$ cat config.mk
export PLATFORM = sky130hd
export DESIGN_NAME = alu_result_history
export DESIGN_NICKNAME = d
export VERILOG_FILES = /design/src/rtl/alu_result_history_pkg.sv /design/src/rtl/alu_result_history_edge_sync.sv /design/src/rtl/alu_result_history.sv
export SDC_FILE = /design/constraint.sdc
export NUM_CORES = 1
export LEC_CHECK = 0
export ABC_AREA = 1
export ABC_CLOCK_PERIOD_IN_PS = 3800
export CAP_MARGIN = 20
export CORE_MARGIN = 4
export CORE_UTILIZATION = 42
export DETAILED_ROUTE_END_ITERATION = 6
export GPL_TIMING_DRIVEN = 1
export HOLD_SLACK_MARGIN = 0.06
export SETUP_SLACK_MARGIN = 0.3
export SLEW_MARGIN = 20
export SYNTH_ARGS = -nofsm -noshare
export SYNTH_HDL_FRONTEND = slang
export SYNTH_SLANG_ARGS = --single-unit
$ cat constraint.sdc
create_clock -name clock -period 3.8 [get_ports clock]
set_input_delay 0.76 -clock clock [delete_from_list [all_inputs] [get_ports clock]]
set_output_delay 0.76 -clock clock [all_outputs]
set_load 0.005 [all_outputs]
$ cat src/rtl/alu_result_history_pkg.sv
// Shared constants and helpers for the ALU result history.
package alu_result_history_pkg;

  // Default sizing, matching the 8-bit accumulate ALU on the lab board.
  localparam int unsigned DefaultDepth     = 8;
  localparam int unsigned DefaultWidth     = 8;
  localparam int unsigned DefaultScrollDiv = 50_000_000;

  // The single state update that wins in a given cycle.
  typedef enum logic [2:0] {
    ActNone,
    ActClear,
    ActCapture,
    ActStep,
    ActBrowse
  } hist_act_e;

  // Resolve simultaneous requests: clear > capture > auto-step > browse.
  function automatic hist_act_e pick_act(input logic clr, input logic cap,
                                         input logic step, input logic browse);
    if (clr) begin
      return ActClear;
    end else if (cap) begin
      return ActCapture;
    end else if (step) begin
      return ActStep;
    end else if (browse) begin
      return ActBrowse;
    end
    return ActNone;
  endfunction

endpackage

$ cat src/rtl/alu_result_history_edge_sync.sv
// Two-flop synchronizer followed by a rising-edge detector.
// Emits a single-cycle pulse per low-to-high transition of an asynchronous level.
module edge_sync (
  input  logic clock,
  input  logic reset_n,
  input  logic level_i,
  output logic pulse_o
);

  logic [1:0] sync_q;
  logic       prev_q;

  // Synchronizer chain and previous-value flop, all cleared on reset so a
  // pending edge is dropped.
  always_ff @(posedge clock) begin
    if (!reset_n) begin
      sync_q <= 2'b00;
      prev_q <= 1'b0;
    end else begin
      sync_q <= {sync_q[0], level_i};
      prev_q <= sync_q[1];
    end
  end

  // Pulse while the synchronized level is high but was low last cycle.
  always_comb begin
    pulse_o = sync_q[1] & ~prev_q;
  end

endmodule

$ cat src/rtl/alu_result_history.sv
// Circular history of captured ALU results with manual browse and auto-scroll.
module alu_result_history
  import alu_result_history_pkg::*;
#(
  parameter int unsigned DEPTH      = DefaultDepth,
  parameter int unsigned WIDTH      = DefaultWidth,
  parameter int unsigned SCROLL_DIV = DefaultScrollDiv
) (
  input  logic                       clock,
  input  logic                       reset_n,
  input  logic                       capture,
  input  logic [WIDTH-1:0]           result,
  input  logic                       browse_up,
  input  logic                       browse_down,
  input  logic                       auto_scroll,
  input  logic                       clear,
  output logic [WIDTH-1:0]           view_data,
  output logic [$clog2(DEPTH)-1:0]   view_age,
  output logic [$clog2(DEPTH):0]     count,
  output logic                       full,
  output logic                       empty
);

  localparam int unsigned AW = $clog2(DEPTH);
  localparam int unsigned DW = $clog2(SCROLL_DIV);

  localparam logic [AW:0]   CountMax  = (AW + 1)'(DEPTH);
  localparam logic [AW:0]   CountOne  = (AW + 1)'(1);
  localparam logic [AW-1:0] AgeOne    = AW'(1);
  localparam logic [DW-1:0] DivLast   = DW'(SCROLL_DIV - 1);
  localparam logic [DW-1:0] DivOne    = DW'(1);

  logic cap_p, up_p, dn_p, clr_p;

  logic [AW-1:0]    wr_ptr_q, wr_ptr_d;
  logic [AW:0]      count_q, count_d;
  logic [AW-1:0]    age_q, age_d;
  logic [DW-1:0]    div_q, div_d;
  logic [WIDTH-1:0] mem_q [DEPTH];

  logic [AW-1:0] rd_addr;
  logic [AW:0]   age_ext;
  logic [AW:0]   count_m1;
  logic          div_run;
  logic          step;
  logic          browse;
  logic          is_empty;
  hist_act_e     act;

  edge_sync u_sync_cap (
    .clock   (clock),
    .reset_n (reset_n),
    .level_i (capture),
    .pulse_o (cap_p)
  );

  edge_sync u_sync_up (
    .clock   (clock),
    .reset_n (reset_n),
    .level_i (browse_up),
    .pulse_o (up_p)
  );

  edge_sync u_sync_dn (
    .clock   (clock),
    .reset_n (reset_n),
    .level_i (browse_down),
    .pulse_o (dn_p)
  );

  edge_sync u_sync_clr (
    .clock   (clock),
    .reset_n (reset_n),
    .level_i (clear),
    .pulse_o (clr_p)
  );

  // Decode which single update applies this cycle and compute next state.
  always_comb begin
    is_empty = (count_q == '0);
    age_ext  = {1'b0, age_q};
    count_m1 = count_q - CountOne;
    div_run  = auto_scroll && (count_q > CountOne);
    step     = div_run && (div_q == DivLast);
    // Opposing browse pulses cancel out.
    browse   = up_p ^ dn_p;
    act      = pick_act(clr_p, cap_p, step, browse);

    wr_ptr_d = wr_ptr_q;
    count_d  = count_q;
    age_d    = age_q;
    if (!div_run || step) begin
      div_d = '0;
    end else begin
      div_d = div_q + DivOne;
    end

    unique case (act)
      ActClear: begin
        wr_ptr_d = '0;
        count_d  = '0;
        age_d    = '0;
        div_d    = '0;
      end
      ActCapture: begin
        wr_ptr_d = wr_ptr_q + AgeOne;
        count_d  = (count_q == CountMax) ? count_q : count_q + CountOne;
        age_d    = '0;
        div_d    = '0;
      end
      ActStep: begin
        age_d = (age_ext == count_m1) ? '0 : age_q + AgeOne;
      end
      ActBrowse: begin
        if (up_p) begin
          if (!is_empty && (age_ext < count_m1)) begin
            age_d = age_q + AgeOne;
          end
        end else if (age_q != '0) begin
          age_d = age_q - AgeOne;
        end
      end
      default: begin
      end
    endcase
  end

  // Pointer, occupancy, selection and divider registers.
  always_ff @(posedge clock) begin
    if (!reset_n) begin
      wr_ptr_q <= '0;
      count_q  <= '0;
      age_q    <= '0;
      div_q    <= '0;
    end else begin
      wr_ptr_q <= wr_ptr_d;
      count_q  <= count_d;
      age_q    <= age_d;
      div_q    <= div_d;
    end
  end

  // History storage; not reset, stale entries are hidden by count.
  always_ff @(posedge clock) begin
    if (reset_n && (act == ActCapture)) begin
      mem_q[wr_ptr_q] <= result;
    end
  end

  // Newest entry sits just below the write pointer; age walks back from it.
  always_comb begin
    rd_addr   = wr_ptr_q - AgeOne - age_q;
    view_data = is_empty ? '0 : mem_q[rd_addr];
  end

  assign view_age = age_q;
  assign count    = count_q;
  assign full     = (count_q == CountMax);
  assign empty    = (count_q == '0);

  a_count_max: assert property (@(posedge clock) disable iff (!reset_n)
    count_q <= CountMax);

  a_age_valid: assert property (@(posedge clock) disable iff (!reset_n)
    (count_q == '0) ? (age_q == '0) : (age_ext < count_q));

endmodule
==> run metrics <==
dpl hpwl 7330 um; Syn-to-layout area delta 17.8%; Post-synth EDFFs 64; critical path arrival 2.72 ns; Final ANT Viol Nets 0; Initial Util 43.0%; placed inst area 5750 sq um; largest net degree at the start of global routing 27; diode count 0; prevailing post-synth register cell edfxtp_1; Final GP Congestion 0.839; kind of critical path reg2out; total power 2.44 mW; row cnt 40; Die ar. 14200 sq um; status completed; leak pwr 2.34 nW; crit start category register; post-synthesis cell type count 38; H-tree levels 3; Max-slew headroom 45.4%; Tightest Hold Check Type reg2reg; Worst-path clk slew 0.07 ns; syn nets 596; CP max FO 7; Worst Path Required 3.04 ns; Die Wd 119 um; I/O Buffers 31; mean post-synth cell area 9.16 sq um; CP endpoint kind output pin; nets 646; DRC violations left 0; global-route wire length before repair 17500 um; Worst Clk Skew 0.00757 ns; crit path time final 3.48 ns; Finish-stage setup viols 0; RSZ-0062 raised after global routing true; CTS tree built; fraction of layout cells with a size suffix above 1 11.1%; total CTS buffers 9; Post-synth ARST share 0%; Yosys reg bits 112; sum of negative setup slack 0 ns; Placeable Area 12100 sq um; VDD IR-drop max 0.000338 V; Vias 3876; Die H 119 um; maximum clock frequency 0.287 GHz; clock tree root buffer cell clkbuf_16; vias in the first global route 3554; Routed wire per std cell 13.4 um; initial antenna violation count 0; Final Cell Area 6110 sq um; Pre-Repair DR Iteration Count 5; crit share post-route 91.6%; grt ovf 0; pwr/cell area 399 nW/um^2; Num Clock Sinks 112; hold buffer count at cts 0; synth warn 0; actual slew at the worst max-slew pin 0.816 ns; Mapped Cells 567; vias per inst 4.91; clock latency on the worst-skew pair 0.35 ns; Final Hold Vio Count 0; Initial DRC Count 258; WHS 0.415 ns; worst-case clock buffer depth 2; sequential cell area fraction in the yosys report 55.5%; Layout Utilization 50.7%; Max Slew Vio Count 0; # IOs 32; All-Layer GR Usage 15.5%; synthesized area 5190 sq um; Max Cap Violations 0; Total Wirelength 10600 um
metrics by stage:
stage               worst slack, ns  std cells
floorplan                      1.04        567
global placement              0.448        767
detailed placement            0.417        767
CTS                           0.275        786
global route                  0.104        790
finish                        0.319        790
area by class of cell:
type | instances | area, sq um
fillers | 1125 | 5950
flip-flops and latches | 112 | 2890
multi-input cells | 379 | 2020
repair buffers | 52 | 482
inverters | 63 | 240
clock buffers | 9 | 225
well taps | 168 | 210
clock inverters | 7 | 53.8
sequential cells by signal, indices dropped and copies added, names as in the netlist:
signal	flops
mem_q	64
div_q	26
count	4
view_age	3
wr_ptr_q	3
u_sync_cap.sync_q	2
u_sync_clr.sync_q	2
u_sync_dn.sync_q	2
u_sync_up.sync_q	2
u_sync_cap.prev_q	1
u_sync_clr.prev_q	1
u_sync_dn.prev_q	1
u_sync_up.prev_q	1
worst max-delay path, stage by stage (launching register included):
cell	delay (ns)
dfxtp_2	0.34
inv_2	0.10
ha_2	0.17
inv_1	0.05
fa_2	0.64
buf_6	0.14
o21ai_0	0.09
o22ai_1	0.17
o21ai_1	0.07
nor2_1	0.09
clkdlybuf4s50_1	0.51
cell families after synthesis:
family	after synthesis	synth area share (%)
flip-flops	112	55.5
AND/OR/NAND/NOR	272	24.2
XOR/XNOR	13	2.34
AO/OA/AOI/OAI	80	8.56
buffers and inverters	76	5.86
adder cells (fa/ha/maj)	14	3.52
power breakdown:
part / leakage, nW / total (mW) / switching (mW) / internal (mW)
sequential: 0.966 / 1.30 / 0.00703 / 1.29
clock: 0.131 / 0.895 / 0.443 / 0.452
combinational: 1.24 / 0.250 / 0.145 / 0.105
total: 2.34 / 2.44 / 0.594 / 1.85
Yosys cell counts (2+ instances only):
cell      count  area share [%]
or2_2         3            0.36
nor3_1       14             1.3
nand2_1      94             6.8
o22ai_1       8            0.96
inv_2         4            0.29
ha_1         13             3.1
dfxtp_1      48              19
nor3_2        3            0.58
o21ai_0      44             4.2
clkbuf_1     10            0.72
a21oi_1      18             1.7
nor2_1       95             6.9
nor3_4        2            0.63
o221ai_1      7             1.2
or2_0         3            0.36
nor2_2        5            0.60
nand3_1      27             2.6
nand2_2       4            0.48
nand4_1      12             1.4
edfxtp_1     64              37
xor2_1        7             1.2
inv_1        58             4.2
xnor2_1       5            0.84
nor3b_1       3            0.43
nor3b_2       2            0.48
buf_6         2            0.43
path summary, 6_finish.rpt:
check                 startpoint                  end  slack [ns]  depth (start not counted)
min          u_sync_up.sync_q[0]  u_sync_up.sync_q[1]        0.41                          2
max reg2reg             count[0]          view_age[1]        1.76                         12
min reg2reg  u_sync_up.sync_q[0]  u_sync_up.sync_q[1]        0.41                          2
max                  view_age[0]         view_data[2]        0.32                         10
layer usage:
metal / up-vias / track usage, % / part of all wire, %
li1: 2001 / - / -
met3: 9 / 3.75 / 5.0
met4: 0 / 5.36 / 1.5
met2: 72 / 26.1 / 49
met5: - / 0 / 0
met1: 1794 / 19.6 / 45
cell usage in the layout (no fill, tap or decap), types with 12 or more instances in the layout:
| master | n |
|---|---|
| dfxtp_1 | 46 |
| nand4_1 | 12 |
| nor2_1 | 95 |
| edfxtp_1 | 64 |
| clkdlybuf4s50_1 | 24 |
| o21ai_0 | 41 |
| ha_1 | 12 |
| inv_1 | 56 |
| a21oi_1 | 18 |
| nor3_1 | 14 |
| nand3_1 | 27 |
| nand2_1 | 94 |
| buf_4 | 19 |
timing repair:
item,4_1_cts,5_1_grt
gates cloned,1,0
endpoints found under the setup margin,8,5
pin swaps,1,2
setup buffers,2,4
resized for setup,11,9
(Power assumes the default switching activity.)
==> RTL change (same settings) <==
`DefaultScrollDiv`: 50_000_000 -> 200_000_000.
--- a/src/rtl/alu_result_history_pkg.sv
+++ b/src/rtl/alu_result_history_pkg.sv
@@ -5,5 +5,5 @@
   localparam int unsigned DefaultDepth     = 8;
   localparam int unsigned DefaultWidth     = 8;
-  localparam int unsigned DefaultScrollDiv = 50_000_000;
+  localparam int unsigned DefaultScrollDiv = 200_000_000;
 
   // The single state update that wins in a given cycle.
Check against the original RTL: same outputs for any inputs over 10 cycles, from zero or initial values and one cycle with reset_n low; that may be too few to reach the edited logic, so the function may still have changed.
==> RTL change against the unedited design <==
Wire length up 8.3%; total power up 36%; largest power group is now the clock network; via count up 5.1%; combinational power up 47%; clock skew up 0.0014 ns; largest cell class unchanged; cell count up 4.8%; critical endpoint is now view_data[4]; critical path type unchanged; final area up 8.5%; synthesized area up 4.1%; worst setup slack better by 0.024 ns; sequential cell count up 2; critical path depth unchanged; first-iteration DRC count up 35%; global-route usage up 1.2 points; fmax up 0.70%.
==> RTL change: results (changes against the unedited design) <==
Status
  • Status: finished clean (unchanged)

Clock tree
  • Htree depth: 4 (was 3)
  • Num CTS Buffers: 17 (was 9)
  • Worst-path clk slew: 0.05 ns (was 0.07 ns)
  • Clock Latency Late Sink: 0.41 ns (was 0.35 ns)

Placement
  • Gp weighted congestion: 0.834 (was 0.839)
  • Cell Area, Placed: 5910 um2 (was 5750 um2)

Setup path
  • Worst r2r path cells: 10 (was 12)
  • Crit path max-delay family: buffers and inverters (was adder cells)
  • Crit path max fanout: 4 (was 7)
  • CP Capture Point: view_data[4] (was view_data[2])
  • Worst reg-to-reg setup slack: 1.71 ns (was 1.76 ns)
  • R2r startpoint: count[0]$_SDFFE_PN0P_ (unchanged)
  • CP max stage delay: 0.61 ns (was 0.64 ns)

Pwr
  • Leakage power: 2.54 nW (was 2.34 nW)
  • Sw Share: 24.4% (about the same)

Global route
  • Largest net degree at the start of global routing: 24 (was 27)
  • Global Route met2 Usage: 26.3% (was 26.1%)
  • M3 GR Usage: 5.17% (was 3.75%)
  • Vias in the first global route: 3,937 (was 3,554)
  • First-pass GRT wire length: 19,100 um (was 17,500 um)
  • Met1 global-route usage: 22.1% (was 19.6%)
  • Total GRT Usage: 16.7% (was 15.5%)

Route
  • DR iter-0 viols: 349 (was 258)
  • DR pass1 iterations: 4 (was 5)
  • Post-Route WL: 11,500 um (was 10,600 um)
  • Via count: 4,073 (was 3,876)

Synthesis
  • Top post-synthesis cells by area: edfxtp_1 (36%), dfxtp_1 (19%), nand2_1 (7.2%) (was edfxtp_1 (37%), dfxtp_1 (19%), nor2_1 (6.9%))
  • Post-synthesis sequential area ratio: 54.1% (was 55.5%)
  • Netlist cell types: 46 (was 38)
  • Post-Syn Nets: 617 (was 596)
  • Top cells by count, synth: nand2_1 (104), nor2_1 (101), edfxtp_1 (64), inv_1 (64), dfxtp_1 (50) (was nor2_1 (95), nand2_1 (94), edfxtp_1 (64))

Final layout
  • Layout cells sized above 1: 14.9% (was 11.1%)
  • Final nets: 672 (was 646)

Timing
  • Least-Margin Pin Slew: 0.846 ns (was 0.816 ns)
  • Clk_skew: 0.00901 ns (was 0.00757 ns)
==> RTL change: changes by cell type in the layout (fill, tap and decap cells not counted), sizes merged, moves of 4 or more <==
cell    delta
nand3     -12
inv        +7
nand2     +15
nor2      +10
nor3      -10
a211oi     +4
clkbuf    +10
==> RTL change: kinds of logic after synthesis <==
family	synth area share [%]
AOI/OAI and AO/OA	9.47
xor gates and xnor gates	2.41
adders and majority gates	3.38
buffers and inverters	6.20
DFF	54.1
and+or+nand+nor	24.4
==> RTL change: metal layers <==
layer	part of all wire, %	vias up
met3	4.6	6
met1	47	1915
li1	-	2075
met2	48	77
met5	0	-
met4	0.46	0
==> RTL change: area by class of cell <==
| type | instances | area [um2] |
|---|---|---|
| Inverter | 68 | 263 |
| Timing Repair inverter | 1 | 7.51 |
| Clock inverter | 14 | 178 |
| Multi-Input combinational cell | 392 | 2150 |
| Timing Repair Buffer | 49 | 460 |
| Tap cell | 172 | 215 |
| Clock buffer | 18 | 429 |
| Fill cell | 1176 | 5990 |
| Sequential cell | 114 | 2930 |
==> RTL change: what timing repair did <==
item,4_1_cts,5_1_grt
setup endpoints to repair,8,8
cloned,2,0
setup buffers,2,7
resized for setup,11,15
pin swaps,2,4
==> RTL change: through the flow <==
stage	cells	utilization [%]	setup slack, ns
after floorplan	588	-	1.05
after global placement	785	46.9	0.489
after detailed placement	785	46.9	0.363
after CTS	821	52.0	0.187
after global routing	828	52.5	0.125
final	828	52.5	0.343
==> RTL change: power groups by stage <==
stage	combinational [W]	clock (W)	sequential, W
floorplan	0.000209	0	0.00135
global placement	0.000318	0	0.00135
detailed placement	0.000325	0	0.00135
CTS	0.000346	0.00167	0.00133
global route	0.000411	0.00172	0.00133
finish	0.000368	0.00163	0.00133
==> RTL change: worst min-delay path by stage <==
stage                                         start                               to  slack [ns]
floorplan           u_sync_cap.sync_q[0]$_SDFF_PN0_  u_sync_cap.sync_q[1]$_SDFF_PN0_        0.39
global placement     u_sync_up.sync_q[0]$_SDFF_PN0_   u_sync_up.sync_q[1]$_SDFF_PN0_        0.39
detailed placement   u_sync_dn.sync_q[0]$_SDFF_PN0_   u_sync_dn.sync_q[1]$_SDFF_PN0_        0.40
CTS                  u_sync_dn.sync_q[0]$_SDFF_PN0_   u_sync_dn.sync_q[1]$_SDFF_PN0_        0.41
global route         u_sync_dn.sync_q[0]$_SDFF_PN0_   u_sync_dn.sync_q[1]$_SDFF_PN0_        0.44
finish               u_sync_up.sync_q[0]$_SDFF_PN0_   u_sync_up.sync_q[1]$_SDFF_PN0_        0.41
